<file path="src/rtl/dmem_arbiter.sv">
`default_nettype none
// +----------------------------------------------------------------------------+
// | dmem_arbiter: round-robin A/B arbiter for a single-port data memory with     |
// | locked B bursts and out-of-range write blocking. Optional: DMEM_ARB_STATS_EN |
// | Revision: 1.0                                                                |
// +----------------------------------------------------------------------------+
module dmem_arbiter #(
  parameter int DATA_W    = 32,
  parameter int ADDR_W    = 32,
  parameter int DEPTH     = 256,
  parameter int MAX_BURST = 8
) (
  input  logic              clk,
  input  logic              rst,
  input  logic              a_req,
  input  logic              a_we,
  input  logic [ADDR_W-1:0] a_addr,
  input  logic [DATA_W-1:0] a_wdata,
  output logic              a_gnt,
  output logic              a_rvalid,
  output logic [DATA_W-1:0] a_rdata,
  input  logic              b_req,
  input  logic              b_we,
  input  logic [ADDR_W-1:0] b_addr,
  input  logic [DATA_W-1:0] b_wdata,
  input  logic              b_lock,
  output logic              b_gnt,
  output logic              b_rvalid,
  output logic [DATA_W-1:0] b_rdata,
  output logic              mem_we,
  output logic [ADDR_W-1:0] mem_addr,
  output logic [DATA_W-1:0] mem_wdata,
  input  logic [DATA_W-1:0] mem_rdata,
  output logic              err
`ifdef DMEM_ARB_STATS_EN
  ,
  input  logic              stats_clr,
  output logic [15:0]       a_gnt_cnt,
  output logic [15:0]       b_gnt_cnt
`endif
);

  localparam int                 C_CNT_W = $clog2(MAX_BURST + 1);
  localparam logic [ADDR_W:0]    C_DEPTH = (ADDR_W + 1)'(DEPTH);
  localparam logic [C_CNT_W-1:0] C_MAX   = C_CNT_W'(MAX_BURST);

  typedef enum logic [0:0] {
    S_ARB   = 1'b0,
    S_BURST = 1'b1
  } state_t;

  state_t             r_state;
  logic               r_ptr;       // 0: A has priority, 1: B has priority
  logic [C_CNT_W-1:0] r_cnt;
  logic               r_a_rvalid, r_b_rvalid, r_err;
  logic [DATA_W-1:0]  r_a_rdata, r_b_rdata;

  logic               w_a_gnt, w_b_gnt, w_any_gnt;
  logic               w_a_inr, w_b_inr, w_sel_inr, w_sel_we;
  logic [C_CNT_W-1:0] w_run_next;

  always_comb begin
    w_a_gnt = 1'b0;
    w_b_gnt = 1'b0;
    if (r_state == S_BURST && b_req) begin
      w_b_gnt = 1'b1;
    end else if (a_req && b_req) begin
      w_b_gnt = r_ptr;
      w_a_gnt = ~r_ptr;
    end else begin
      w_a_gnt = a_req;
      w_b_gnt = b_req;
    end
  end

  assign w_any_gnt  = w_a_gnt | w_b_gnt;
  assign w_a_inr    = ({1'b0, a_addr} < C_DEPTH);
  assign w_b_inr    = ({1'b0, b_addr} < C_DEPTH);
  assign w_sel_inr  = w_b_gnt ? w_b_inr : w_a_inr;
  assign w_sel_we   = w_b_gnt ? b_we : a_we;
  assign w_run_next = ((r_state == S_BURST) ? r_cnt : '0) + C_CNT_W'(1);

  assign mem_addr  = w_b_gnt ? b_addr : a_addr;
  assign mem_wdata = w_b_gnt ? b_wdata : a_wdata;
  // Grants stay visible during reset, but nothing may reach the memory array.
  assign mem_we    = w_any_gnt & w_sel_we & w_sel_inr & ~rst;

  always_ff @(posedge clk) begin
    if (rst) begin
      r_state    <= S_ARB;
      r_ptr      <= 1'b0;
      r_cnt      <= '0;
      r_a_rvalid <= 1'b0;
      r_b_rvalid <= 1'b0;
      r_a_rdata  <= '0;
      r_b_rdata  <= '0;
      r_err      <= 1'b0;
    end else begin
      if (w_a_gnt) r_ptr <= 1'b1;
      else if (w_b_gnt) r_ptr <= 1'b0;

      // Hitting the beat limit drops back to arbitration; B lost priority on its grant.
      if (w_b_gnt && b_lock && (w_run_next < C_MAX)) begin
        r_state <= S_BURST;
        r_cnt   <= w_run_next;
      end else begin
        r_state <= S_ARB;
        r_cnt   <= '0;
      end

      r_a_rvalid <= w_a_gnt & ~a_we;
      if (w_a_gnt && !a_we) r_a_rdata <= w_a_inr ? mem_rdata : '0;
      r_b_rvalid <= w_b_gnt & ~b_we;
      if (w_b_gnt && !b_we) r_b_rdata <= w_b_inr ? mem_rdata : '0;
      r_err <= w_any_gnt & ~w_sel_inr;
    end
  end

  assign a_gnt    = w_a_gnt;
  assign b_gnt    = w_b_gnt;
  assign a_rvalid = r_a_rvalid;
  assign b_rvalid = r_b_rvalid;
  assign a_rdata  = r_a_rdata;
  assign b_rdata  = r_b_rdata;
  assign err      = r_err;

`ifdef DMEM_ARB_STATS_EN
  logic [15:0] r_a_cnt, r_b_cnt;

  always_ff @(posedge clk) begin
    if (rst || stats_clr) begin
      r_a_cnt <= '0;
      r_b_cnt <= '0;
    end else begin
      if (w_a_gnt && r_a_cnt != 16'hFFFF) r_a_cnt <= r_a_cnt + 16'd1;
      if (w_b_gnt && r_b_cnt != 16'hFFFF) r_b_cnt <= r_b_cnt + 16'd1;
    end
  end

  assign a_gnt_cnt = r_a_cnt;
  assign b_gnt_cnt = r_b_cnt;
`endif

endmodule
`default_nettype wire

</file>
<file path="config.mk">
export PLATFORM = sky130hd
export DESIGN_NAME = dmem_arbiter
export DESIGN_NICKNAME = d
export VERILOG_FILES = /design/src/rtl/dmem_arbiter.sv
export SDC_FILE = /design/constraint.sdc
export NUM_CORES = 1
export LEC_CHECK = 0
export ABC_AREA = 1
export CAP_MARGIN = 20
export CELL_PAD_IN_SITES_DETAIL_PLACEMENT = 1
export CELL_PAD_IN_SITES_GLOBAL_PLACEMENT = 2
export CORE_MARGIN = 4
export CORE_UTILIZATION = 13
export CTS_CLUSTER_SIZE = 8
export DETAILED_ROUTE_END_ITERATION = 12
export PLACE_DENSITY_LB_ADDON = 0.2
export SYNTH_ARGS = -nofsm -noshare
export SYNTH_HDL_FRONTEND = slang
export SYNTH_SLANG_ARGS = --single-unit
</file>
<file path="constraint.sdc">
create_clock -name clk -period 1.4 [get_ports clk]
set_clock_uncertainty 0.1 [all_clocks]
set_input_delay 0.14 -clock clk [delete_from_list [all_inputs] [get_ports clk]]
set_output_delay 0.14 -clock clk [all_outputs]
set_load 0.05 [all_outputs]
</file>
==> load_flow_metrics.sql <==
INSERT INTO impl_metrics (metric_group, metric, value, unit) VALUES
('status', 'failed_checks', 'setup timing', ''),
('place', 'port_buffer_count', '300', ''),
('finish', 'final_cell_area', '0.00966', 'mm²'),
('job', 'timing.max_cap.violations', '0', ''),
('yosys', 'syn-instance-count', '581', ''),
('status', 'outcome', 'finished, violations left', ''),
('critical_path', 'timing.critical_path.from_type', 'flip-flop', ''),
('cts', 'root_buffer', 'sky130_fd_sc_hd__clkbuf_16', ''),
('critical_path', 'timing.critical_path.max_delay_family', 'buffers and inverters', ''),
('critical_path', 'cell_breakdown_of_the_critical_path', 'nor2_4 > a21oi_4 > inv_4 > buf_12 > nand2_1 > a21oi_4 > buf_8', ''),
('cts', 'cts.reportedPaths.clkPinSlew', '60', 'ps'),
('route', 'route.antenna.remaining_nets', '0', ''),
('yosys', 'netlist-cell-type-count', '21', ''),
('floorplanning', 'die_width', '175', 'µm'),
('global_routing', 'grt_pass1_wl', '34.3', 'mm'),
('place', 'routability_driven_placement_congestion_ratio', '0.693', ''),
('floorplanning', 'top_level_ports', '301', ''),
('sta', 'timing.final.crit_share', '1.32', ''),
('sta', 'finalWorstPathRequiredPeriod', '1850', 'ps'),
('power', 'power_leakage', '3.87', 'nW'),
('critical_path', 'worstPathBufferInverterCount', '3', ''),
('global_routing', 'antenna_found_initial', '2', ''),
('cts', 'cts_tree', 'built', ''),
('floorplanning', 'design.die.area', '0.0307', 'mm²'),
('sta', 'grt_setup_unrepaired', 'true', ''),
('cts', 'tritoncts.num_buffers', '9', ''),
('route', 'drt-initial-drc-count', '133', ''),
('yosys', 'synth.cell_area', '0.00364', 'mm²'),
('floorplanning', 'fp.dieH', '175', 'µm'),
('cts', 'cts_hold_buffers', '0', ''),
('finish', 'area_delta_synth_final', '166', '%'),
('global_routing', 'global_route.overflow_total', '0', ''),
('critical_path', 'timing.critical_path.slowest_cell_delay', '330', 'ps'),
('place', 'post_dp_cell_area', '0.00839', 'mm²'),
('critical_path', 'cpMostUsedCell', 'sky130_fd_sc_hd__a21oi_4', ''),
('route', 'post_drt_wl_per_cell', '17.7', 'µm'),
('global_routing', 'global_route.usage.total', '0.145', ''),
('route', 'vias_per_cell', '3.97', ''),
('yosys', 'seq_area_frac_synth', '0.402', ''),
('yosys', 'avgSynthCellArea', '6.26', 'µm²'),
('cts', 'cts-htree-levels', '3', ''),
('floorplanning', 'core', '0.0273', 'mm²'),
('power', 'overall_power_after_layout', '7.64', 'mW'),
('global_routing', 'first_global_vias', '5469', ''),
('yosys', 'synth-seq-cells', '73', ''),
('floorplanning', 'initial_utilization', '0.133', ''),
('sta', 'final_hold_viol_count', '0', ''),
('finish', 'filler_cell_count', '3111', ''),
('power', 'vdd_ir_drop_max', '0.566', 'mV'),
('critical_path', 'worst-setup-path-type', 'reg2out', ''),
('critical_path', 'cpMaxStageDelayCell', 'sky130_fd_sc_hd__dfxtp_2', ''),
('cts', 'cts-root-to-sink-buffers', '2', ''),
('critical_path', 'cp_data_required_time', '1160', 'ps'),
('critical_path', 'path_max_fanout', '13', ''),
('place', 'detail_placement_hpwl', '16.8', 'mm'),
('finish', 'layout.nets', '1076', ''),
('finish', 'ratio_of_cells_with_drive_above_1_in_the_final_layout', '0.390', ''),
('yosys', 'synthesis.yosys.warnings', '0', ''),
('sta', 'fmaxAchievable', '540', 'MHz'),
('route', 'drt_drc_violations_left', '0', ''),
('power', 'power.density', '790', 'mW/mm²'),
('cts', 'clock_sinks', '73', ''),
('floorplanning', 'row_count', '60', ''),
('cts', 'insertion_delay', '340', 'ps'),
('route', 'wl', '22.7', 'mm'),
('sta', 'setup_violations', '134', ''),
('yosys', 'synth.net_count', '749', ''),
('finish', 'insertedDiodeCount', '0', ''),
('sta', 'slack_of_the_critical_path', '-453', 'ps'),
('sta', 'final-max-slew-violation-count', '0', ''),
('global_routing', 'grt_start_max_net_pins', '69', ''),
('route', 'drt_pre_antenna_iters', '4', ''),
('route', 'detailroute.via_count', '5102', ''),
('critical_path', 'cp-end-kind', 'primary output', ''),
('sta', 'setup_tns', '-36860', 'ps'),
('sta', 'timing.hold.ws', '138', 'ps'),
('critical_path', 'arrival', '1610', 'ps'),
('min_path', 'timing.hold.worst.class', 'in2reg', '');
## area by class of cell
class	count	area (µm²)	area share
timing repair buffer	356	4700	0.487
multi-input combinational	458	2650	0.274
sequential	73	1470	0.152
tap	372	465	0.0482
clock buffer	9	225	0.0233
clock inverter	6	115	0.0119
inverter	10	40.0	0.00414
## cells in the mapped netlist
library cell               instances  area (µm²)
sky130_fd_sc_hd__ha_1              1        12.5
sky130_fd_sc_hd__nor3_1            2        10.0
sky130_fd_sc_hd__clkbuf_1         15        56.3
sky130_fd_sc_hd__inv_1             9        33.8
sky130_fd_sc_hd__nand2_1         275        1030
sky130_fd_sc_hd__buf_2            22         110
sky130_fd_sc_hd__o21ai_0           1        5.00
sky130_fd_sc_hd__inv_2             1        3.75
sky130_fd_sc_hd__a21oi_1          67         335
sky130_fd_sc_hd__nor2_1           36         135
sky130_fd_sc_hd__nand2_2           1        6.26
sky130_fd_sc_hd__a21oi_4           1        16.3
sky130_fd_sc_hd__o211ai_1          1        7.51
sky130_fd_sc_hd__nand3_1          66         330
sky130_fd_sc_hd__buf_6             3        33.8
sky130_fd_sc_hd__nor3b_1           1        7.51
sky130_fd_sc_hd__conb_1            1        3.75
sky130_fd_sc_hd__nand3b_1          1        7.51
sky130_fd_sc_hd__xor2_1            1        8.76
sky130_fd_sc_hd__dfxtp_1          73        1460
sky130_fd_sc_hd__nand4_1           3        18.8
## through the flow
step                       util  setup slack (ps)  cells
after floorplan               -             -64.9    581
after CTS                 0.352              -492   1285
final                     0.355              -453   1284
after global routing      0.355              -550   1284
after detailed placement  0.308              -521   1256
after global placement    0.308              -518   1256
## report_power, final
part	switching (mW)	leakage (nW)	total, mW	internal [mW]
Clock	0.980	0.162	2.72	1.74
Sequential	0.00761	0.590	2.09	2.09
Combinational	1.53	3.11	2.82	1.29
## what timing repair did
item | 4_1_cts | 5_1_grt
resized for setup | 213 | 27
buffers inserted | 8 | 0
gates cloned | 6 | 1
endpoints found under the setup margin | 134 | 136
pin swaps | 10 | 6
## sequential cells by signal, indices dropped and copies added (netlist names)
name / count
a_rvalid: 1
b_rdata: 32
r_state: 1
r_cnt: 4
r_ptr: 1
err: 1
a_rdata: 32
b_rvalid: 1
## worst min-delay path, cell delays in order
cell and delay [ps]:
sky130_fd_sc_hd__buf_2 130, sky130_fd_sc_hd__a21oi_1 70, sky130_fd_sc_hd__buf_4 120, sky130_fd_sc_hd__inv_1 40, sky130_fd_sc_hd__nor2_1 30
## placed cells by master, fill, tap and decap left out, types with 2 or more instances in the layout
cell and instances:
sky130_fd_sc_hd__nand2_1 148, sky130_fd_sc_hd__clkdlybuf4s50_1 144, sky130_fd_sc_hd__buf_12 80, sky130_fd_sc_hd__dfxtp_1 71
sky130_fd_sc_hd__nand2_2 64, sky130_fd_sc_hd__nand2_4 64, sky130_fd_sc_hd__a21oi_1 63, sky130_fd_sc_hd__nand3_1 62
sky130_fd_sc_hd__buf_8 60, sky130_fd_sc_hd__nor2_1 31, sky130_fd_sc_hd__buf_4 28, sky130_fd_sc_hd__dlygate4sd2_1 16
sky130_fd_sc_hd__buf_6 16, sky130_fd_sc_hd__clkbuf_16 10, sky130_fd_sc_hd__inv_1 6, sky130_fd_sc_hd__nand3_2 4
sky130_fd_sc_hd__buf_16 4, sky130_fd_sc_hd__inv_2 3, sky130_fd_sc_hd__nand4_1 3, sky130_fd_sc_hd__nor2_2 3
sky130_fd_sc_hd__a21oi_2 3, sky130_fd_sc_hd__bufinv_16 3, sky130_fd_sc_hd__dlymetal6s2s_1 3, sky130_fd_sc_hd__nor2_4 2
sky130_fd_sc_hd__a21oi_4 2, sky130_fd_sc_hd__nor3_1 2, sky130_fd_sc_hd__clkdlybuf4s15_1 2
## logic make-up after synthesis
logic type | synth area share
simple gates | 0.426
flops | 0.402
compound gates | 0.100
buf+inv | 0.0654
xor+xnor | 0.00241
fa+ha+maj | 0.00344
other cells | 0.00103
## worst paths after layout
check	slack [ps]	cells after the start	to	startpoint
worst min register to register	400	2	a_rdata[21]	a_rdata[21]
worst max register to register	-280	8	b_rdata[28]	r_ptr
worst max-delay path	-450	7	mem_we	r_ptr
worst min-delay path	140	5	err	rst
## layer usage
metal  share of wire  GRT usage
met1            0.39      0.162
met2            0.51      0.262
met3           0.090     0.0588
met4          0.0082     0.0259
met5          0.0011          0
No activity file was read; power rests on OpenSTA's default activity.
==> edit 1, RTL diff (same flow settings) <==
The output `err` loses its register stage (`r_err` becomes a continuous assignment).
--- a/src/rtl/dmem_arbiter.sv
+++ b/src/rtl/dmem_arbiter.sv
@@ -95,5 +95,4 @@
       r_a_rdata  <= '0;
       r_b_rdata  <= '0;
-      r_err      <= 1'b0;
     end else begin
       if (w_a_gnt) r_ptr <= 1'b1;
@@ -113,7 +112,8 @@
       r_b_rvalid <= w_b_gnt & ~b_we;
       if (w_b_gnt && !b_we) r_b_rdata <= w_b_inr ? mem_rdata : '0;
-      r_err <= w_any_gnt & ~w_sel_inr;
     end
   end
+
+  assign r_err = w_any_gnt & ~w_sel_inr;
 
   assign a_gnt    = w_a_gnt;
Check against the original RTL: not equivalent (a bounded check fails within 4 cycles, from zero or initial values and one cycle with rst high).
==> edit 1 against the unedited design <==
The flow still finishes with violations (setup timing); worst setup slack improved by 0.040 ns; clock power is 12% lower; synthesized area up 0.55%; design area rose by 9.2%; sequential cell count decreased by 1; total power up 4.4%; routed wire length rose by 0.57%; combinational power rose by 25%; count of clock-buffer cells in the layout is 2 higher; global-route usage fell by 0.66 points; sequential share of layout area shrank 1.5 points; synthesized cell count fell by 3.6%; largest power group unchanged; highest routed layer is now met4.
==> edit 1: results (changes against the unedited design) <==
[power]
power_switching_w = 0.002737  ; was 0.002514 W
power_frac_comb = 0.441  ; was 0.369
powerDensity_nw_per_um2 = 755.7  ; was 790.0 nW/um^2
ir_drop_mv = 0.4521  ; was 0.5661 mV

[finish]
stdcell_count = 1300  ; was 1284
fillers = 3129  ; was 3111

[placement]
dpl_worst_slack_ns = -0.5488  ; was -0.5209 ns
dp_hpwl_um = 17740  ; was 16810 um
dpl-instance-area_um2 = 9213  ; was 8388 um^2
gp_congestion = 0.7635  ; was 0.6930

[worst_setup_path]
worstReg2RegStart = r_state  ; was r_ptr
cp-startpoint = r_state  ; was r_ptr
cp.arrival_ns = 1.57  ; was 1.61 ns

[route]
dr.max_layer_used = met4  ; was met5
drt_wl_total_um = 22830  ; was 22700 um

[logic_synthesis]
syn_nets = 728  ; was 749
synthTopCellsByArea = dfxtp_1 39%, nand2_1 26%, nand3_1 9.0%  ; was dfxtp_1 40%, nand2_1 28%, a21oi_1 9.2%
netlist_top_cells_count = 253 x nand2_1, 72 x dfxtp_1, 66 x nand3_1  ; was 275 x nand2_1, 73 x dfxtp_1, 67 x a21oi_1
yosysUniqueCellTypes = 28  ; was 21
avgSynthCellArea_um2 = 6.529  ; was 6.258 um^2

[min_path]
hp-start = mem_rdata[15]  ; was rst

[global_routing]
use_met2 = 0.2600  ; was 0.2617
met1_usage = 0.1557  ; was 0.1623
grt_pass1_vias = 5134  ; was 5469
grt_usage = 0.1385  ; was 0.1451
grt_max_degree = 40  ; was 69
grt_use_met3 = 0.03810  ; was 0.05885

[status]
status = finished, violations left  ; unchanged
violations = setup timing  ; unchanged

[sta]
layout_setup_ws_ns = -0.4132  ; was -0.4528 ns
fin_setup_tns_ns = -38.41  ; was -36.86 ns
finalSetupViolCount = 134  ; unchanged

[edit 1: cell count changes after synthesis, sizes merged]
cell / delta
clkinv: +2
nand2: -20
clkbuf: -4
dfxtp: -1
buf: +1
o21ai: +47
a21oi: -46
inv: -1
o211ai: -1
nand3: +3
nand3b: -1
[edit 1: layout make-up]
type                            instances  share of cell area
Timing Repair Buffer                  382              0.5059
Clock inverter                          4            0.005100
Inverter                               11            0.006048
Multi-Input combinational cell        440              0.2768
Clock buffer                           11             0.02396
Sequential cell                        72              0.1369
Antenna cell                            2           0.0004744
Tap cell                              378             0.04483
[edit 1: worst max-delay path, stage by stage, from the launching register on]
cell and delay, ns:
dfxtp_2 0.33, nand2_4 0.08, nand3_4 0.17, buf_6 0.20
clkbuf_16 0.17, nand2_2 0.06, nand2_2 0.06, buf_12 0.15
[edit 1: cells by family (layout without fill, tap and decap cells)]
| kind of cell | Yosys count | count (layout) | share of synthesized area |
|---|---|---|---|
| other | 1 | 3 | 0.001026 |
| AO/OA/AOI/OAI | 70 | 70 | 0.1164 |
| adder cells (fa/ha/maj) | 1 | 1 | 0.003422 |
| XOR/XNOR | 1 | 1 | 0.002396 |
| buffers and inverters | 48 | 408 | 0.06674 |
| AND/OR/NAND/NOR | 367 | 367 | 0.4158 |
| flip-flops | 72 | 72 | 0.3942 |
[edit 1: final timing paths]
kind / depth (start not counted) / endpoint / slack, ns
max reg2reg: 10 / a_rdata[27] / -0.27
max: 7 / mem_addr[9] / -0.41
min reg2reg: 2 / a_rdata[13] / 0.40
min: 3 / b_rdata[15] / 0.29
[edit 1: repair_timing]
item,in CTS,in global routing
setup endpoints to repair,132,139
pin swaps,21,19
gates cloned,2,7
endpoints found under the hold margin,0,0
gates resized for setup,95,134
setup buffers,16,8
==> edit 2, RTL diff (config.mk and constraints unchanged) <==
Without the edit above. `DATA_W`: 32 -> 36.
--- a/src/rtl/dmem_arbiter.sv
+++ b/src/rtl/dmem_arbiter.sv
@@ -6,5 +6,5 @@
 // +----------------------------------------------------------------------------+
 module dmem_arbiter #(
-  parameter int DATA_W    = 32,
+  parameter int DATA_W    = 36,
   parameter int ADDR_W    = 32,
   parameter int DEPTH     = 256,
Ports: changed (6 resized); port bits go from 301 to 325. The function was not compared with the original's and may differ.
==> edit 2 against the unedited design <==
The flow still finishes with violations (setup timing); worst hold slack better by 0.014 ns; synthesized area grew 10%; sequential cell count up 8; total power rose by 5.2%; sequential power up 11%; worst setup slack worse by 0.052 ns; routed wire length up 14%; global-route usage fell by 0.56 points; design area is 13% higher; critical path type unchanged; highest routed layer unchanged.
==> edit 2: results (changes against the unedited design) <==
[route]
drt_wl_total_um = 25890  ; was 22700 um
wl_per_cell_um = 18.69  ; was 17.68 um
num_vias = 5645  ; was 5102

[logic_synthesis]
synth_xor_area_frac = 0.002190  ; was 0.002409
yosysUniqueCellTypes = 25  ; was 21
synth-compound-area-share = 0.09919  ; was 0.1001
yosysSeqAreaShare = 0.4055  ; was 0.4019
synthAdderAreaFrac = 0.003129  ; was 0.003441
netlist_top_cells_count = 295 x nand2_1, 81 x dfxtp_1, 75 x a21oi_1  ; was 275 x nand2_1, 73 x dfxtp_1, 67 x a21oi_1

[global_routing]
grt_usage = 0.1395  ; was 0.1451
grt_pass1_vias = 5823  ; was 5469
grt_pass1_wl_um = 36160  ; was 34250 um
grt_antenna_before_repair = 5  ; was 2

[status]
violations = setup timing  ; unchanged
status = finished, violations left  ; unchanged

[placement]
dp_cells = 1349  ; was 1256
dp_hpwl_um = 19110  ; was 16810 um
gp_congestion = 0.8008  ; was 0.6930
io_buffer_count = 324  ; was 300

[worst_setup_path]
cp_max_fo = 8  ; was 13

[sta]
fin_setup_tns_ns = -42.68  ; was -36.86 ns
finalSetupViolCount = 147  ; was 134
layout_setup_ws_ns = -0.5051  ; was -0.4528 ns

[finish]
fin_nets = 1169  ; was 1076
fillers = 3354  ; was 3111
layout-drive-gt1-share = 0.4175  ; was 0.3904

[power]
p_int_w = 0.005321  ; was 0.005121 W
ir_drop_mv = 0.5254  ; was 0.5661 mV

edit 2: cell types whose count changed after synthesis, moves of 3 or more:
cell / before / now
nand2_1: 275 / 295
a21oi_1: 67 / 75
dfxtp_1: 73 / 81
nand3_1: 66 / 73
buf_2: 22 / 27
clkbuf_1: 15 / 10
nor2_1: 36 / 33
nor2_4: 0 / 3
edit 2: path summary, 6_finish.rpt:
kind,cells past startpoint,end,start
setup / recovery,8,mem_wdata[30],r_ptr
hold / removal,5,err,rst
setup reg to reg,9,r_cnt[1],r_ptr
hold reg to reg,2,a_rdata[12],a_rdata[12]
edit 2: power by group through the flow:
stage          Sequential (W)  Combinational [W]  Clock (W)
3_3_place_gp          0.00237            0.00258          0
5_1_grt               0.00232            0.00333    0.00274
3_5_place_dp          0.00237            0.00258          0
6_report              0.00232            0.00318    0.00253
4_1_cts               0.00232            0.00297    0.00265
2_1_floorplan         0.00238            0.00134          0
edit 2: layout make-up:
cell class                 instances  share of cell area
inverter                          10            0.004831
timing repair buffer             393              0.4910
tap                              390             0.04486
sequential                        81              0.1495
clock buffer                      12             0.02450
multi-input combinational        494              0.2805
antenna                            1           0.0002301
clock inverter                     4            0.004601
edit 2: worst register-to-register path: stages (launching register included):
cell and delay [ns]:
dfxtp_2 0.35, nor2_4 0.05, a21oi_4 0.16, buf_6 0.15, buf_12 0.17, clkbuf_16 0.17, buf_4 0.10, buf_6 0.08
nand3b_1 0.17, nor3b_2 0.19
edit 2: layer usage:
layer | vias up | share of wire | GRT usage
met5 | - | 0.0019 | 0
met4 | 8 | 0.013 | 0.02920
met3 | 26 | 0.099 | 0.05891
met2 | 217 | 0.50 | 0.2424
met1 | 2650 | 0.38 | 0.1605
li1 | 2744 | - | -
